--- src/rtl/taylor_pkg.sv ---
// Shared types and constants for the folded Taylor-series sequencer.
package taylor_pkg;

    typedef enum logic [1:0] {
        IDLE = 2'd0,
        ITER = 2'd1,
        DONE = 2'd2
    } state_t;

    localparam logic [31:0] ONE_Q31  = 32'h7FFF_FFFF;
    localparam logic [31:0] ZERO_Q31 = 32'h0000_0000;

    localparam int DEF_N_TERMS = 8;
    localparam int DEF_ITER_W  = 3;

endpackage

--- src/rtl/taylor_seq_ctrl.sv ---
// Folded Taylor-series sequencer: drives one external combinational slice for N_TERMS cycles.
// Optional macro TAYLOR_EARLY_EXIT_EN: stop once the running power reaches zero and expose iter_count.
module taylor_seq_ctrl
    import taylor_pkg::*;
#(
    parameter int          N_TERMS  = DEF_N_TERMS,
    parameter int          ITER_W   = DEF_ITER_W,
    parameter logic [31:0] NUM_INIT = ONE_Q31
) (
    input  logic              clk,
    input  logic              rst,
    input  logic              in_valid,
    output logic              in_ready,
    input  logic [31:0]       in_x,
    output logic              out_valid,
    input  logic              out_ready,
    output logic [31:0]       out_sum,
    output logic              out_overflow,
    output logic              busy,
    output logic [31:0]       slice_x,
    output logic [31:0]       slice_num,
    output logic [31:0]       slice_sum,
    output logic [ITER_W-1:0] slice_i,
    output logic              slice_ovf,
    input  logic [31:0]       slice_out_num,
    input  logic [31:0]       slice_out_sum,
    input  logic              slice_out_ovf
`ifdef TAYLOR_EARLY_EXIT_EN
    ,
    output logic [ITER_W:0]   iter_count
`endif
);

    // One extra bit so N_TERMS == 2**ITER_W does not wrap the counter.
    localparam logic [ITER_W:0] LAST = (ITER_W+1)'(N_TERMS - 1);

    state_t          state, state_nxt;
    logic [31:0]     x_r, num_r, sum_r;
    logic            ovf_r;
    logic [ITER_W:0] cnt;
    logic            last_iter;

`ifdef TAYLOR_EARLY_EXIT_EN
    assign last_iter = (cnt == LAST) || (slice_out_num == ZERO_Q31);
`else
    assign last_iter = (cnt == LAST);
`endif

    always_comb begin
        state_nxt = state;
        case (state)
            IDLE:    if (in_valid)  state_nxt = ITER;
            ITER:    if (last_iter) state_nxt = DONE;
            DONE:    if (out_ready) state_nxt = IDLE;
            default:                state_nxt = IDLE;
        endcase
    end

    always_ff @(posedge clk) begin
        if (rst) begin
            state <= IDLE;
            x_r   <= ZERO_Q31;
            num_r <= ZERO_Q31;
            sum_r <= ZERO_Q31;
            ovf_r <= 1'b0;
            cnt   <= '0;
        end else begin
            state <= state_nxt;
            case (state)
                IDLE: if (in_valid) begin
                    x_r   <= in_x;
                    num_r <= NUM_INIT;
                    sum_r <= ZERO_Q31;
                    ovf_r <= 1'b0;
                    cnt   <= '0;
                end
                ITER: begin
                    num_r <= slice_out_num;
                    sum_r <= slice_out_sum;
                    ovf_r <= slice_out_ovf;
                    cnt   <= cnt + 1'b1;
                end
                default: ;
            endcase
        end
    end

    assign in_ready     = (state == IDLE);
    assign busy         = (state == ITER) || (state == DONE);
    assign out_valid    = (state == DONE);
    assign out_sum      = sum_r;
    assign out_overflow = ovf_r;

    assign slice_x   = x_r;
    assign slice_num = num_r;
    assign slice_sum = sum_r;
    assign slice_i   = cnt[ITER_W-1:0];
    assign slice_ovf = ovf_r;

`ifdef TAYLOR_EARLY_EXIT_EN
    assign iter_count = cnt;
`endif

endmodule

--- config.mk ---
export PLATFORM = sky130hd
export DESIGN_NAME = taylor_seq_ctrl
export DESIGN_NICKNAME = d
export VERILOG_FILES = /design/src/rtl/taylor_pkg.sv /design/src/rtl/taylor_seq_ctrl.sv
export SDC_FILE = /design/constraint.sdc
export NUM_CORES = 1
export LEC_CHECK = 0
export BUFFER_PORTS_ARGS = -buffer_cell sky130_fd_sc_hd__buf_4
export CAP_MARGIN = 40
export CORE_MARGIN = 8
export CORE_UTILIZATION = 40
export CTS_BUF_LIST = sky130_fd_sc_hd__clkbuf_4 sky130_fd_sc_hd__clkbuf_8
export CTS_CLUSTER_DIAMETER = 50
export DETAILED_ROUTE_END_ITERATION = 6
export PLACE_DENSITY = 0.77
export SYNTH_ARGS = -nofsm -noshare
export SYNTH_HDL_FRONTEND = slang
export SYNTH_SLANG_ARGS = --single-unit
--- constraint.sdc ---
create_clock -name clk -period 1.7 [get_ports clk]
set_clock_uncertainty 0.1 [all_clocks]
set_input_delay 0.17 -clock clk [delete_from_list [all_inputs] [get_ports clk]]
set_output_delay 0.17 -clock clk [all_outputs]
set_load 0.1 [all_outputs]
==> results of run 1 <==
[worst register-to-register path: stages (launching register included)]
cell	delay, ns
dfxtp_4	0.36
buf_4	0.14
ha_4	0.19
inv_2	0.11
nor2_4	0.05
buf_12	0.13
clkbuf_16	0.17
a22oi_1	0.23
nor2_1	0.06
[layout make-up]
class	count	share of cell area
Timing Repair Buffer	357	0.439
Sequential cell	103	0.295
Multi-Input combinational cell	262	0.212
Tap cell	133	0.0237
Clock buffer	10	0.0196
Clock inverter	6	0.00855
Inverter	4	0.00249
[cells in the mapped netlist, drive strengths merged]
library cell  count
dfxtp           103
nor3              2
a22oi            35
nand3             1
inv               4
nand2            67
nor2             70
nand4b            1
clkbuf           18
nor2b             1
a21oi            38
a211oi            2
o22ai            31
ha                5
and2              2
nand2b            1
o21ai             3
nand3b            1
mux2i             1
buf              49
and2b             1
[power groups by stage]
stage,clock network (mW),logic (mW),registers (mW)
5_1_grt,1.67,4.84,2.91
3_3_place_gp,0,4.17,2.90
3_5_place_dp,0,4.21,2.92
6_report,1.54,4.68,2.87
2_1_floorplan,0,1.48,4.78
4_1_cts,1.58,4.39,2.87
[cell families after synthesis]
group | count (synthesis) | synth area share
simple gates | 147 | 0.148
compound gates | 109 | 0.199
mux | 1 | 0.00254
flops | 103 | 0.522
fa+ha+maj | 5 | 0.0158
buf+inv | 71 | 0.112
[path summary, 6_finish.rpt]
| path | from | to | cells after the start |
|---|---|---|---|
| worst min-delay path | in_valid | state[0]$_SDFFE_PP0P_ | 3 |
| worst max-delay path | state[0]$_SDFFE_PP0P_ | out_sum[2]$_SDFFE_PP0P_ | 8 |
| worst max register to register | state[0]$_SDFFE_PP0P_ | out_sum[2]$_SDFFE_PP0P_ | 8 |
| worst min register to register | slice_x[27]$_SDFFE_PP0P_ | slice_x[27]$_SDFFE_PP0P_ | 2 |
[stage by stage]
stage               hold WS (ns)   util  power (mW)  instance area, um2  std cells
floorplan                  0.206      -        6.26                3970        436
global placement           0.313  0.578        7.07                5600        747
detailed placement         0.324  0.578        7.13                5600        747
CTS                       0.0364  0.699        8.84                6770        860
global route              0.0733  0.725        9.42                7030        875
finish                    0.0928  0.725        9.10                7030        875
[flip-flops by register name, summed over array words and instances (netlist names)]
name	flops
cnt	4
out_overflow	1
state	2
slice_num	32
out_sum	32
slice_x	32
[timing repair]
item	in CTS	in global routing
resized for setup	0	10
hold endpoints to repair	97	0
setup endpoints to repair	0	71
setup buffers	0	8
hold buffers	97	0
[per-layer routing]
layer	vias to the layer above	wire length, um	track usage
li1	2048	-	-
met1	2034	5580	0.215
met2	244	8060	0.370
met3	45	1610	0.0819
met4	0	607	0.127
met5	-	0	0
==> summary.md, run 1 <==
| Metric | Value |
|---|---|
| Die Wd | `115 um` |
| Min Tclk post-route | `1.65 ns` |
| Syn Inst Count | `436` |
| Synth Register Bits | `103` |
| Final hold viol count | `0` |
| Clock buffer count from CTS | `9` |
| Crit path max-delay cell type | `dfxtp_4` |
| IO Pins | `237` |
| Wirelength, routed | `15,900 um` |
| Largest net degree at the start of global routing | `104` |
| Initial Util | `0.408` |
| Mapped Area | `3950 um2` |
| Fillers | `638` |
| Multi-input logic area | `1490 um2` |
| Core Rows | `36` |
| Pins over their slew limit | `0` |
| Worst path max stage delay | `0.36 ns` |
| Flop pwr share | `0.316` |
| DRT iter0 DRCs | `272` |
| Number of vias per cell | `5.00` |
| Hold crit path type | `in -> reg` |
| WL per Instance | `18.1 um` |
| Distinct cell type count after synthesis | `29` |
| GPL Wtd Cong | `0.818` |
| Final worst setup slack | `0.0457 ns` |
| Final setup fails | `0` |
| Share of Yosys cell area claimed by the top area cell type | `0.522` |
| Outcome | `finished, final reports clean` |
| Clock power share | `0.169` |
| Setup_tns | `0 ns` |
| Hpwl dp | `9340 um` |
| Root Buffer Master | `clkbuf_8` |
| CTS tree | `done` |
| GRT Util Overall | `0.214` |
| Net Switching | `4.42 mW` |
| Slew margin rel. | `0.686` |
| Sink Count | `103` |
| Drt first pass iters | `5` |
| Nets@finish | `843` |
| Power Density | `1290 nW/um2` |
| Leakage power | `3.18 nW` |
| ANT nets after route | `0` |
| Crit-path cells | `buf_4 -> ha_4 -> inv_2 -> nor2_4 -> buf_12 -> clkbuf_16 -> a22oi_1 -> nor2_1` |
| Die H | `115 um` |
| WP data arrival | `1.79 ns` |
| Max cap viols | `0` |
| Worst setup EP type | `flop` |
| First-pass GRT wire length | `22,300 um` |
| Sw frac | `0.486` |
| FF-to-FF setup slack | `0.05 ns` |
| Max clock buf depth | `2` |
| Worst slew pin tran | `0.471 ns` |
| Die ar. | `13,300 um2` |
| Critical path launch point type | `flop` |
| Via Count | `4,371` |
| Max Clk Rate | `0.604 GHz` |
| H-tree levels | `3` |
| Peak supply drop | `0.870 mV` |
| Port bufs | `236` |
| Ant diodes | `0` |
| Initial antenna violation count | `0` |
| Vias in the first global route | `4,389` |
| Dpl ws | `0.0326 ns` |
| Crit-path leading delay family | `buffers and inverters` |
| Kind of critical path | `reg -> reg` |
| Highest-count cells in the layout ignoring fill and taps | `buf_4 (247), dfxtp_1 (101), dlygate4sd3_1 (97)` |
| Core Footprint | `9680 um2` |
| Final period util | `0.973` |
| Logic pwr share | `0.515` |
| Crit-path max FO | `9` |
| Layout cells sized above 1 | `0.418` |
| FF+latch area | `2070 um2` |
| Gr ovfl total | `0` |
| Worst skew pair latency | `0.35 ns` |
| Area leader, netlist | `dfxtp_1` |
| CP Data Required Time | `1.84 ns` |
| Buf/Inv on CP | `4` |
| Syn_area_per_cell | `9.05 um2` |
| Drt drc | `0` |
| Most common cell after layout, fill and taps aside | `buf_4` |
| Syn. warnings | `0` |
| P&R area growth vs syn | `78.0%` |
| Internal Power | `4.68 mW` |
| Syn nets | `542` |
| Synth area leaders | `dfxtp_1 (52%), buf_4 (7.2%), nor2_1 (6.6%), nand2_1 (6.4%), a22oi_2 (6.3%)` |
| Register area share after synthesis | `0.522` |
| Reg clk slew, reported paths | `0.09 ns` |
Power figures use the tool's default switching activity.
==> inputs of run 2 (changes only) <==
--- a/config.mk
+++ b/config.mk
@@ -8,11 +8,12 @@
 export BUFFER_PORTS_ARGS = -buffer_cell sky130_fd_sc_hd__buf_4
 export CAP_MARGIN = 40
 export CORE_MARGIN = 8
-export CORE_UTILIZATION = 40
+export CORE_UTILIZATION = 25
 export CTS_BUF_LIST = sky130_fd_sc_hd__clkbuf_4 sky130_fd_sc_hd__clkbuf_8
 export CTS_CLUSTER_DIAMETER = 50
 export DETAILED_ROUTE_END_ITERATION = 6
-export PLACE_DENSITY = 0.77
+export PLACE_DENSITY = 0.52
+export SETUP_SLACK_MARGIN = 0.1
 export SYNTH_ARGS = -nofsm -noshare
 export SYNTH_HDL_FRONTEND = slang
 export SYNTH_SLANG_ARGS = --single-unit
==> summary.md, run 2 (same netlist as run 1, synthesis figures left out) <==
| Metric | Value |
|---|---|
| Crit-path max FO | `6 (-3)` |
| Nets@finish | `860 (+2.0%)` |
| Core Rows | `46 (+28%)` |
| Max Clk Rate | `0.574 GHz (-5.0%)` |
| WP data arrival | `1.89 ns (+0.10 ns)` |
| Highest-count cells in the layout ignoring fill and taps | `buf_4 (247), dlygate4sd3_1 (97), nor2_1 (69)` |
| Largest net degree at the start of global routing | `38 (-63%)` |
| Fillers | `1,411 (+120%)` |
| Die Wd | `142 um (+23%)` |
| Peak supply drop | `0.788 mV (-9.4%)` |
| Pins over their slew limit | `0 (unchanged)` |
| Vias in the first global route | `4,492 (+2.3%)` |
| WHS | `0.0803 ns (-0.0125 ns)` |
| Final setup fails | `11 (+11)` |
| Power Density | `1280 nW/um2 (-1.3%)` |
| Most common cell after layout, fill and taps aside | `buf_4` |
| RSZ-0062 raised after global routing | `yes` |
| Placed instance count | `838 (+12%)` |
| P&R area growth vs syn | `97.9%` |
| H-tree levels | `3 (unchanged)` |
| R2R Path Start | `state[0]$_SDFFE_PP0P_` |
| Layout cells sized above 1 | `0.522 (+0.104)` |
| Min Tclk post-route | `1.74 ns (+0.0864 ns)` |
| Reg clk slew, reported paths | `0.10 ns (about the same)` |
| Wirelength, routed | `16,300 um (+3.0%)` |
| Final Power | `9.98 mW (+9.7%)` |
| Initial Util | `0.252 (-0.155)` |
| Failing checks | `negative setup slack` |
| Critical path launch point type | `flop` |
| Max clock buf depth | `2 (unchanged)` |
| Hpwl dp | `9940 um (+6.4%)` |
| Worst slew pin tran | `0.436 ns (-0.0343 ns)` |
| CTS tree | `done` |
| WL per Instance | `16.7 um (-7.6%)` |
| FF-to-FF setup slack | `-0.04 ns (-0.09 ns)` |
| Max cap viols | `0 (unchanged)` |
| Fin util | `0.499 (-0.226)` |
| R2R depth | `10 (+2)` |
| Port bufs | `236 (unchanged)` |
| FF+latch area | `2110 um2 (+1.9%)` |
| Sink Count | `103 (unchanged)` |
| Die H | `142 um (+23%)` |
| DRT iter0 DRCs | `129 (-53%)` |
| IO Pins | `237 (unchanged)` |
| Drt first pass iters | `4 (-1)` |
| Final std cells w/o fill | `975 (+11%)` |
| Final period util | `1.02 (+0.0508)` |
| Ant diodes | `0 (unchanged)` |
| Number of vias per cell | `4.48 (-10%)` |
| CP Launch Point | `state[0]$_SDFFE_PP0P_` |
| Root Buffer Master | `clkbuf_8` |
| Kind of critical path | `reg -> reg` |
| Gr ovfl total | `0 (unchanged)` |
| Leakage power | `3.44 nW (+8.2%)` |
| First-pass GRT wire length | `23,500 um (+5.1%)` |
| Via Count | `4,372 (+0.023%)` |
| Worst skew pair latency | `0.36 ns (about the same)` |
| Worst R2R End | `out_sum[0]$_SDFFE_PP0P_` |
| Core Footprint | `15,700 um2 (+62%)` |
| Hold crit path type | `in -> reg` |
| Initial antenna violation count | `0 (unchanged)` |
| Outcome | `finished with violations` |
| Final worst setup slack | `-0.0407 ns (-0.0864 ns)` |
| Multi-input logic area | `1800 um2 (+21%)` |
| Clock buffer count from CTS | `9 (unchanged)` |
| GPL Wtd Cong | `0.770 (-5.8%)` |
| Critical Path Sink | `out_sum[0]$_SDFFE_PP0P_` |
| GRT Util Overall | `0.149 (-0.0650)` |
| Die ar. | `20,100 um2 (+51%)` |
| Final hold viol count | `0 (unchanged)` |
| Worst setup EP type | `flop` |
| CP Data Required Time | `1.85 ns (about the same)` |
| Drt drc | `0 (unchanged)` |
| Slew margin rel. | `0.709 (+0.0229)` |
| ANT nets after route | `0 (unchanged)` |
==> run 2: cell types whose count changed in the layout (fill, tap and decap cells not counted), moves of 5 or more <==
cell / change
dfxtp_2: +34
o22ai_4: +10
buf_6: +6
buf_12: +6
buf_16: +5
o22ai_2: +20
dfxtp_1: -33
o22ai_1: -30
==> run 2: worst min-delay path by stage <==
stage                                 start                  endpoint  slack [ns]  cells past startpoint
after detailed placement  slice_out_sum[18]  out_sum[18]$_SDFFE_PP0P_        0.32                      3
after global routing              out_ready     state[0]$_SDFFE_PP0P_        0.08                      4
after floorplan                     in_x[6]   slice_x[6]$_SDFFE_PP0P_        0.21                      2
after CTS                               rst  out_sum[17]$_SDFFE_PP0P_         0.1                      2
final                             out_ready     state[0]$_SDFFE_PP0P_        0.08                      4
after global placement    slice_out_sum[16]  out_sum[16]$_SDFFE_PP0P_        0.31                      3
==> run 2: timing repair <==
item,in CTS,in global routing
gates cloned,5,4
setup buffers,9,7
hold buffers,97,0
pin swaps,5,45
gates resized for setup,18,64
hold endpoints to repair,97,0
setup endpoints to repair,74,105
==> run 2: per-stage QoR <==
| step | worst slack (ns) | area (um2) | TNS [ns] |
|---|---|---|---|
| floorplan | -0.0580 | 4020 | -1.16 |
| global placement | -0.381 | 5810 | -11.71 |
| detailed placement | -0.0440 | 5830 | -0.582 |
| CTS | 0.0161 | 7290 | 0 |
| global route | -0.113 | 7810 | -2.34 |
| finish | -0.0407 | 7810 | -0.159 |
==> run 2: layout make-up <==
type | count | area share
clock buffer | 11 | 0.0186
clock inverter | 5 | 0.0104
inverter | 4 | 0.00224
multi-input combinational | 262 | 0.230
sequential | 103 | 0.270
tap | 216 | 0.0346
timing repair buffer | 374 | 0.434
==> run 2: routing by layer <==
layer	vias to the layer above	wire (um)	global-route usage
met2	183	8650	0.269
li1	2080	-	-
met1	2074	5960	0.148
met5	-	0	0
met4	0	449	0.0684
met3	35	1270	0.0585
==> run 2: critical path, stage by stage, from the launching register on <==
cell	delay [ns]
dfxtp_4	0.39
inv_4	0.04
ha_4	0.15
buf_6	0.12
inv_1	0.13
a21oi_4	0.10
buf_6	0.12
buf_6	0.12
buf_16	0.13
a22oi_1	0.17
nor2_1	0.06
==> run 2: power by group <==
group / leakage (nW) / internal [mW] / switching (mW) / total (mW)
registers: 0.863 / 2.70 / 0.230 / 2.93
logic: 2.46 / 1.71 / 3.59 / 5.30
clock network: 0.113 / 0.887 / 0.864 / 1.75
